### src/rtl/mult_pkg.sv
// Shared definitions for the sequential shift-and-add multiplier.
package mult_pkg;

  typedef enum logic [1:0] {
    IDLE = 2'd0,
    CALC = 2'd1,
    DONE = 2'd2
  } state_t;

  localparam int MULT_WIDTH    = 4;
  localparam int MULT_ITERS    = 4;
  localparam int PRODUCT_WIDTH = 8;

endpackage

### src/rtl/seq_mult_ctrl_rca.sv
// 4-bit ripple-carry adder shared by every iteration of the multiplier.
module RippleCarryFA
  import mult_pkg::*;
(
  input  logic [MULT_WIDTH-1:0] a,
  input  logic [MULT_WIDTH-1:0] b,
  input  logic                  cin,
  output logic [MULT_WIDTH-1:0] sum,
  output logic                  cout
);

  logic [MULT_WIDTH:0] carry;

  assign carry[0] = cin;

  for (genvar i = 0; i < MULT_WIDTH; i++) begin : g_bit
    assign sum[i]       = a[i] ^ b[i] ^ carry[i];
    assign carry[i + 1] = (a[i] & b[i]) | (carry[i] & (a[i] ^ b[i]));
  end

  assign cout = carry[MULT_WIDTH];

endmodule

### src/rtl/seq_mult_ctrl.sv
// Sequential 4x4 unsigned multiplier: one shared adder, four add/shift
// iterations, 8-bit product with a one-cycle done pulse.
module seq_mult_ctrl
  import mult_pkg::*;
#(
  parameter int WIDTH = MULT_WIDTH
) (
  input  logic                     clk,
  input  logic                     rst,
  input  logic                     start,
  input  logic [WIDTH-1:0]         a,
  input  logic [WIDTH-1:0]         b,
  output logic                     ready,
  output logic                     busy,
  output logic                     done,
  output logic [PRODUCT_WIDTH-1:0] product
);

  state_t           state;
  logic [WIDTH-1:0] m;
  logic [WIDTH-1:0] acc;
  logic [WIDTH-1:0] q;
  logic             c;
  logic [1:0]       cnt;

  logic [WIDTH-1:0] addend;
  logic [WIDTH-1:0] sum;
  logic             cout;

  // Only the multiplier LSB decides whether M is added this iteration.
  assign addend = q[0] ? m : '0;

  RippleCarryFA u_adder (
    .a    (acc),
    .b    (addend),
    .cin  (c),
    .sum  (sum),
    .cout (cout)
  );

  always_ff @(posedge clk) begin
    if (rst) begin
      state   <= IDLE;
      ready   <= 1'b1;
      busy    <= 1'b0;
      done    <= 1'b0;
      product <= '0;
      m       <= '0;
      acc     <= '0;
      q       <= '0;
      c       <= 1'b0;
      cnt     <= '0;
    end else begin
      case (state)
        IDLE: begin
          if (start) begin
            m     <= a;
            q     <= b;
            acc   <= '0;
            c     <= 1'b0;
            cnt   <= '0;
            state <= CALC;
            ready <= 1'b0;
            busy  <= 1'b1;
          end
        end
        CALC: begin
          // Carry, sum and multiplier shift right together as one register.
          c   <= 1'b0;
          acc <= {cout, sum[WIDTH-1:1]};
          q   <= {sum[0], q[WIDTH-1:1]};
          cnt <= cnt + 2'd1;
          if (cnt == 2'(MULT_ITERS - 1)) begin
            product <= {cout, sum, q[WIDTH-1:1]};
            state   <= DONE;
            busy    <= 1'b0;
            done    <= 1'b1;
          end
        end
        DONE: begin
          state <= IDLE;
          done  <= 1'b0;
          ready <= 1'b1;
        end
        default: begin
          state <= IDLE;
          ready <= 1'b1;
          busy  <= 1'b0;
          done  <= 1'b0;
        end
      endcase
    end
  end

endmodule

### config.mk
export PLATFORM = sky130hd
export DESIGN_NAME = seq_mult_ctrl
export DESIGN_NICKNAME = d
export VERILOG_FILES = /design/src/rtl/mult_pkg.sv /design/src/rtl/seq_mult_ctrl_rca.sv /design/src/rtl/seq_mult_ctrl.sv
export SDC_FILE = /design/constraint.sdc
export NUM_CORES = 1
export LEC_CHECK = 0
export CELL_PAD_IN_SITES_DETAIL_PLACEMENT = 0
export CELL_PAD_IN_SITES_GLOBAL_PLACEMENT = 2
export CORE_UTILIZATION = 25
export CTS_BUF_LIST = sky130_fd_sc_hd__clkbuf_4 sky130_fd_sc_hd__clkbuf_8 sky130_fd_sc_hd__clkbuf_16
export CTS_CLUSTER_SIZE = 40
export DETAILED_ROUTE_END_ITERATION = 8
export DONT_BUFFER_PORTS = 1
export GPL_ROUTABILITY_DRIVEN = 0
export HOLD_SLACK_MARGIN = 0.08
export PLACE_DENSITY = 0.58
export SLEW_MARGIN = 5
export SYNTH_ARGS = -nofsm -noshare
export SYNTH_HDL_FRONTEND = slang
export SYNTH_HIERARCHICAL = 1
export SYNTH_SLANG_ARGS = --single-unit
### constraint.sdc
create_clock -name clk -period 2.99 [get_ports clk]
set_clock_uncertainty 0.15 [all_clocks]
set_input_delay 0.897 -clock clk [delete_from_list [all_inputs] [get_ports clk]]
set_output_delay 0.897 -clock clk [all_outputs]
set_load 0.1 [all_outputs]
==> impl_metrics.tcl, run 1 <==
set metrics [dict create \
    rsz0062_at_grt "false" \
    worstSetupEndpointType "flip-flop" \
    global_route_overflow 0 \
    comb_power_share 0.115 \
    final.min_clock_period_ns 2.49 \
    worstRegToRegCells 11 \
    worst_r2r_endpoint "acc[2]" \
    initial_core_utilization 0.261 \
    layout_commonest_cell "sky130_fd_sc_hd__dfxtp_1" \
    flow.area_growth_from_synthesis_pct 12.8 \
    sink_count_of_the_clock_tree 27 \
    cp.arrival_ns 2.55 \
    p_seq_frac 0.568 \
    setup_viol 0 \
    synth.avg_cell_area_um2 9.61 \
    r2r_start "q[0]" \
    worstSetupPathType "flip-flop to flip-flop" \
    grt_max_degree 28 \
    floorplan_die_area_um2 5250 \
    final_cell_count_no_fill 204 \
    clkSlewWorstSetupHoldPaths_ns 0.09 \
    post_cts_resize_count 0 \
    numCtsBuffers 3 \
    finalHoldViolCount 0 \
    synth_edf_count 0 \
    endpoint "acc[2]" \
    layout_common_cells "sky130_fd_sc_hd__dfxtp_1, sky130_fd_sc_hd__nand2_1, sky130_fd_sc_hd__nor2_1" \
    dpl.hpwl_um 1820 \
    powerDensity_nw_per_um2 487 \
    most_area_hungry_cell_type_in_the_yosys_netlist "sky130_fd_sc_hd__dfxtp_1" \
    layout.nets 154 \
    predominant_post_synthesis_flop_cell "sky130_fd_sc_hd__dfxtp_1" \
    path_cells "and2_1 -> fa_1 -> inv_1 -> fa_1 -> inv_1 -> fa_1 -> inv_1 -> fa_1 -> inv_1 -> a22oi_1 -> nor2_1" \
    floorplan.io_pins 22 \
    yosys.cell_types.count 28 \
    layout.filler_cells 537 \
    grt_pass1_wl_um 3990 \
    finalWirelength_um 2460 \
    vias_in_the_first_global_route 817 \
    mapped_cells 129 \
    drt_first_iter_violations 34 \
    fraction_of_layout_cells_with_a_size_suffix_above_1 0.212 \
    drtAntennaViolNets 0 \
    insertedDiodeCount 0 \
    timing.final.crit_share 0.832 \
    switching_share 0.256 \
    initial_antenna_violation_count 0 \
    cts.hold.buffers_added 0 \
    crit_path_max_fanout 5 \
    drt_pass1_iterations 4 \
    cts_root_buffer "sky130_fd_sc_hd__clkbuf_8" \
    die-height_um 72.4 \
    worst-endpoint-required_ns 3.05 \
    drt-vias-per-instance 4.15 \
    worst-path-stages 11 \
    syn_nets 145 \
    cts_tree "done" \
    synth_warn 6 \
    critical-path-max-stage-delay_ns 0.41 \
    detail_route.wl_per_cell_um 12.1 \
    maxClockFrequency_ghz 0.402 \
    buffering_stage_count_on_the_worst_path_with_inverters_included 4 \
    post_synth_main_area_contributors "sky130_fd_sc_hd__dfxtp_1, sky130_fd_sc_hd__mux2i_1, sky130_fd_sc_hd__fa_1" \
    fp-row-count 25 \
    timing.critical_path.max_delay_family "adder cells" \
    register_area_um2 541 \
    design.core.area_um2 4750 \
    synthArstFlopShare 0 \
    worst_hold_path_type "flip-flop to flip-flop" \
    slew_headroom 0.544 \
    worstSkewPairLatency_ns 0.27 \
    outcome "finished clean" \
    setup.worst_path.start "q[0]" \
    max_slew.worst_pin.slew_ns 0.683 \
    post-cts-setup-buffer-count 0 \
    place_inst 200 \
    leakage_uw 0.000550 \
    vias 847 \
    power.switching_uw 174 \
    track_usage 0.100 \
    total_power_uw 681 \
    placement.io_buffers 0 \
    floorplan.die.width_um 72.4 \
    startpoint_type "flip-flop" \
    clk_path_buf_depth 2 \
    slew_viol_final 0 \
    cts.htree.levels 1 \
    slowest_stage "sky130_fd_sc_hd__fa_1" \
    seq_area_frac_synth 0.436 \
    totalNegativeSetupSlack_ns 0 \
    post_synth_instance_area_um2 1240 \
    power.clock.fraction 0.316 \
    r2r_setup_slack_ns 0.50 \
    worst_ir_drop_vdd_v 0.000154 \
    postSynthRegisterBits 27 \
    drc_errors 0 \
    multiInputGateArea_um2 602 \
    cap_violations 0 \
    internal_power_uw 507 \
    synth_top_area_frac 0.436 \
]
==> worst min path at each step <==
stage               startpoint    endpoint  cells past startpoint
finish              product[1]  product[1]                      2
global route        product[2]  product[2]                      2
floorplan                 m[0]        m[0]                      2
global placement    product[1]  product[1]                      2
CTS                 product[1]  product[1]                      2
detailed placement  product[1]  product[1]                      2
==> power by group through the flow <==
stage / registers, µW / clock network [µW] / logic (µW)
floorplan: 413 / 0 / 55.3
global placement: 395 / 0 / 77.6
detailed placement: 396 / 0 / 79.8
CTS: 388 / 224 / 79.9
global route: 390 / 241 / 84.7
finish: 387 / 216 / 78.6
==> cell usage after synthesis, types with 2 or more instances <==
library cell               number
sky130_fd_sc_hd__fa_1           4
sky130_fd_sc_hd__mux2i_1        9
sky130_fd_sc_hd__and2_1         4
sky130_fd_sc_hd__a211oi_2       4
sky130_fd_sc_hd__nor2_1        13
sky130_fd_sc_hd__clkbuf_1       2
sky130_fd_sc_hd__buf_6          3
sky130_fd_sc_hd__nor2_2         4
sky130_fd_sc_hd__nand2_1       16
sky130_fd_sc_hd__a22oi_1        5
sky130_fd_sc_hd__o21ai_0        3
sky130_fd_sc_hd__buf_4          2
sky130_fd_sc_hd__inv_1         11
sky130_fd_sc_hd__dfxtp_1       27
sky130_fd_sc_hd__a21oi_1        9
==> stage by stage <==
step	setup slack (ns)	hold WS [ns]	cell area, µm²	util
CTS	0.495	0.307	1400	0.294
finish	0.501	0.303	1400	0.294
detailed placement	0.521	0.293	1350	0.284
floorplan	0.652	0.302	1240	-
global route	0.366	0.330	1400	0.294
global placement	0.593	0.290	1350	0.284
==> registers in the layout (all words and copies together), names as in the netlist <==
register  count
product       8
state         2
busy          1
acc           4
q             4
ready         1
cnt           2
m             4
done          1
==> cell type report <==
type / instances / share of cell area
clock buffer: 4 / 0.0349
tap: 67 / 0.0599
sequential: 27 / 0.386
timing repair buffer: 11 / 0.0590
multi-input combinational: 84 / 0.430
inverter: 11 / 0.0295
==> per-layer routing <==
metal	part of all wire	vias up	track usage
met3	0.039	2	0.0194
met5	0	-	0
met1	0.48	400	0.131
met4	0.010	0	0.0392
li1	-	433	-
met2	0.47	12	0.162
==> cell families after synthesis <==
kind of cell               Yosys count  share of synthesized area
other                                1                    0.00302
buffers and inverters               18                     0.0787
AOI/OAI and AO/OA                   24                      0.145
DFF                                 27                      0.436
and+or+nand+nor                     45                      0.190
muxes                                9                     0.0727
adders and majority gates            5                     0.0747
==> worst register-to-register path: cells and delay by family, from the launching register on <==
kind | cells | cell delay [ns]
buffers and inverters | 4 | 0.29
adders and majority gates | 4 | 1.29
DFF | 1 | 0.35
and+or+nand+nor | 2 | 0.28
AOI/OAI and AO/OA | 1 | 0.07
No activity file was read; power rests on OpenSTA's default activity.
==> inputs of run 2 (changes only) <==
Settings changed: PLACE_DENSITY 0.58 to 0.6.
Clock period 2.99 ns to 2.07 ns, I/O delays scaled along.
==> impl_metrics.tcl, run 2 (same netlist as run 1, synthesis figures left out) <==
set metrics [dict create \
    outcome "complete, but fails checks" \
    failed_checks "setup timing" \
    register_area_um2 543 \
    layout.nets 159 \
    floorplan_die_area_um2 5250 \
    final_cell_count_no_fill 209 \
    startpoint_type "flip-flop" \
    placement.io_buffers 0 \
    max_slew.worst_pin.slew_ns 0.557 \
    initial_antenna_violation_count 0 \
    detail_route.wl_per_cell_um 11.5 \
    slew_viol_final 0 \
    die-height_um 72.4 \
    floorplan.io_pins 22 \
    cts.hold.buffers_added 0 \
    worst_ir_drop_vdd_v 0.000281 \
    worstSetupEndpointType "flip-flop" \
    place_inst 205 \
    track_usage 0.103 \
    insertedDiodeCount 0 \
    register_bank_with_the_most_flops "product" \
    totalNegativeSetupSlack_ns -0.552 \
    sink_count_of_the_clock_tree 27 \
    cts.htree.levels 1 \
    layout_common_cells "sky130_fd_sc_hd__dfxtp_1, sky130_fd_sc_hd__nand2_1, sky130_fd_sc_hd__buf_4" \
    worst_hold_path_type "primary input to flip-flop" \
    layout.filler_cells 515 \
    setup_slack_ns -0.246 \
    timing.final.crit_share 1.12 \
    crit_path_max_fanout 2 \
    finalWirelength_um 2400 \
    finalHoldViolCount 0 \
    setup_viol 4 \
    largest_register_ffs 8 \
    drt_first_iter_violations 56 \
    cts_tree "done" \
    worstSetupPathType "flip-flop to flip-flop" \
    drtAntennaViolNets 0 \
    grt_pass1_wl_um 4200 \
    layout_commonest_cell "sky130_fd_sc_hd__dfxtp_1" \
    initial_core_utilization 0.261 \
    fraction_of_layout_cells_with_a_size_suffix_above_1 0.345 \
    design.core.area_um2 4750 \
    fp-row-count 25 \
    drt_pass1_iterations 4 \
    cts_root_buffer "sky130_fd_sc_hd__clkbuf_8" \
    clk_path_buf_depth 2 \
    leakage_uw 0.000567 \
    rsz0062_at_grt "true" \
    final.min_clock_period_ns 2.32 \
    slew_headroom 0.628 \
    numCtsBuffers 3 \
    drt-vias-per-instance 4.13 \
    multiInputGateArea_um2 629 \
    maxClockFrequency_ghz 0.432 \
    clkSlewWorstSetupHoldPaths_ns 0.09 \
    global_route_overflow 0 \
    flow.area_growth_from_synthesis_pct 18.3 \
    worstSkewPairLatency_ns 0.27 \
    powerDensity_nw_per_um2 679 \
    cap_violations 0 \
    post-cts-setup-buffer-count 0 \
    dpl.hpwl_um 1800 \
    grt_max_degree 28 \
    vias_in_the_first_global_route 895 \
    worst-endpoint-required_ns 2.13 \
    vias 863 \
    cp.arrival_ns 2.38 \
    drc_errors 0 \
    floorplan.die.width_um 72.4 \
]
-- run 2: changes by cell type in the layout (fill, tap and decap cells not counted), sizes merged --
cell / before / now
buf: 11 / 16
-- run 2: layer usage --
metal,GRT usage,part of all wire,up-vias,wire length (µm)
met4,0.0327,0.0050,0,12
met5,0,0,-,0
li1,-,-,443,-
met3,0.0278,0.048,2,115
met1,0.125,0.47,406,1130
met2,0.177,0.48,12,1150
-- run 2: metrics by stage --
step                      cell area [µm²]  setup WS [ns]  utilization  hold WS (ns)  total power [µW]
after floorplan                      1250        -0.0786            -         0.302               678
after global routing                 1470         -0.329        0.308         0.224              1050
after CTS                            1450         -0.273        0.305         0.238              1020
final                                1470         -0.246        0.308         0.248               996
after global placement               1400         -0.209        0.294         0.291               694
after detailed placement             1400         -0.237        0.294         0.294               697
-- run 2: cell type report --
class,count,share of cell area
Timing Repair Buffer,16,0.0819
Tap cell,67,0.0572
Inverter,11,0.0282
Multi-Input combinational cell,84,0.429
Sequential cell,27,0.370
Clock buffer,4,0.0333
-- run 2: where the power goes --
group	total, µW	leakage, µW	internal (µW)	switching, µW
clock	312	0.0000262	151	161
combinational	128	0.000320	51.7	76.5
sequential	556	0.000221	540	16.0
total	996	0.000567	742	253
-- run 2: worst paths after layout --
| kind | start | endpoint | slack [ns] | depth (start not counted) |
|---|---|---|---|---|
| worst max-delay path | q[0] | acc[2] | -0.25 | 11 |
| worst min-delay path | rst | q[0] | 0.25 | 1 |
| worst max register to register | q[0] | acc[2] | -0.25 | 11 |
| worst min register to register | product[3] | product[3] | 0.31 | 2 |
-- run 2: timing repair --
action                                  in CTS  in global routing
pin swaps                                    1                  2
endpoints found under the hold margin        0                  0
resized for setup                            1                  6
endpoints found under the setup margin       4                  4
-- run 2: critical path, cell delays in order, from the launching register on --
cell and delay (ns):
sky130_fd_sc_hd__dfxtp_2 0.33, sky130_fd_sc_hd__and2_4 0.15, sky130_fd_sc_hd__fa_2 0.33, sky130_fd_sc_hd__inv_2 0.06
sky130_fd_sc_hd__fa_2 0.18, sky130_fd_sc_hd__inv_2 0.04, sky130_fd_sc_hd__fa_2 0.32, sky130_fd_sc_hd__inv_2 0.06
sky130_fd_sc_hd__fa_1 0.41, sky130_fd_sc_hd__inv_2 0.08, sky130_fd_sc_hd__a22oi_2 0.05, sky130_fd_sc_hd__nor2_1 0.11
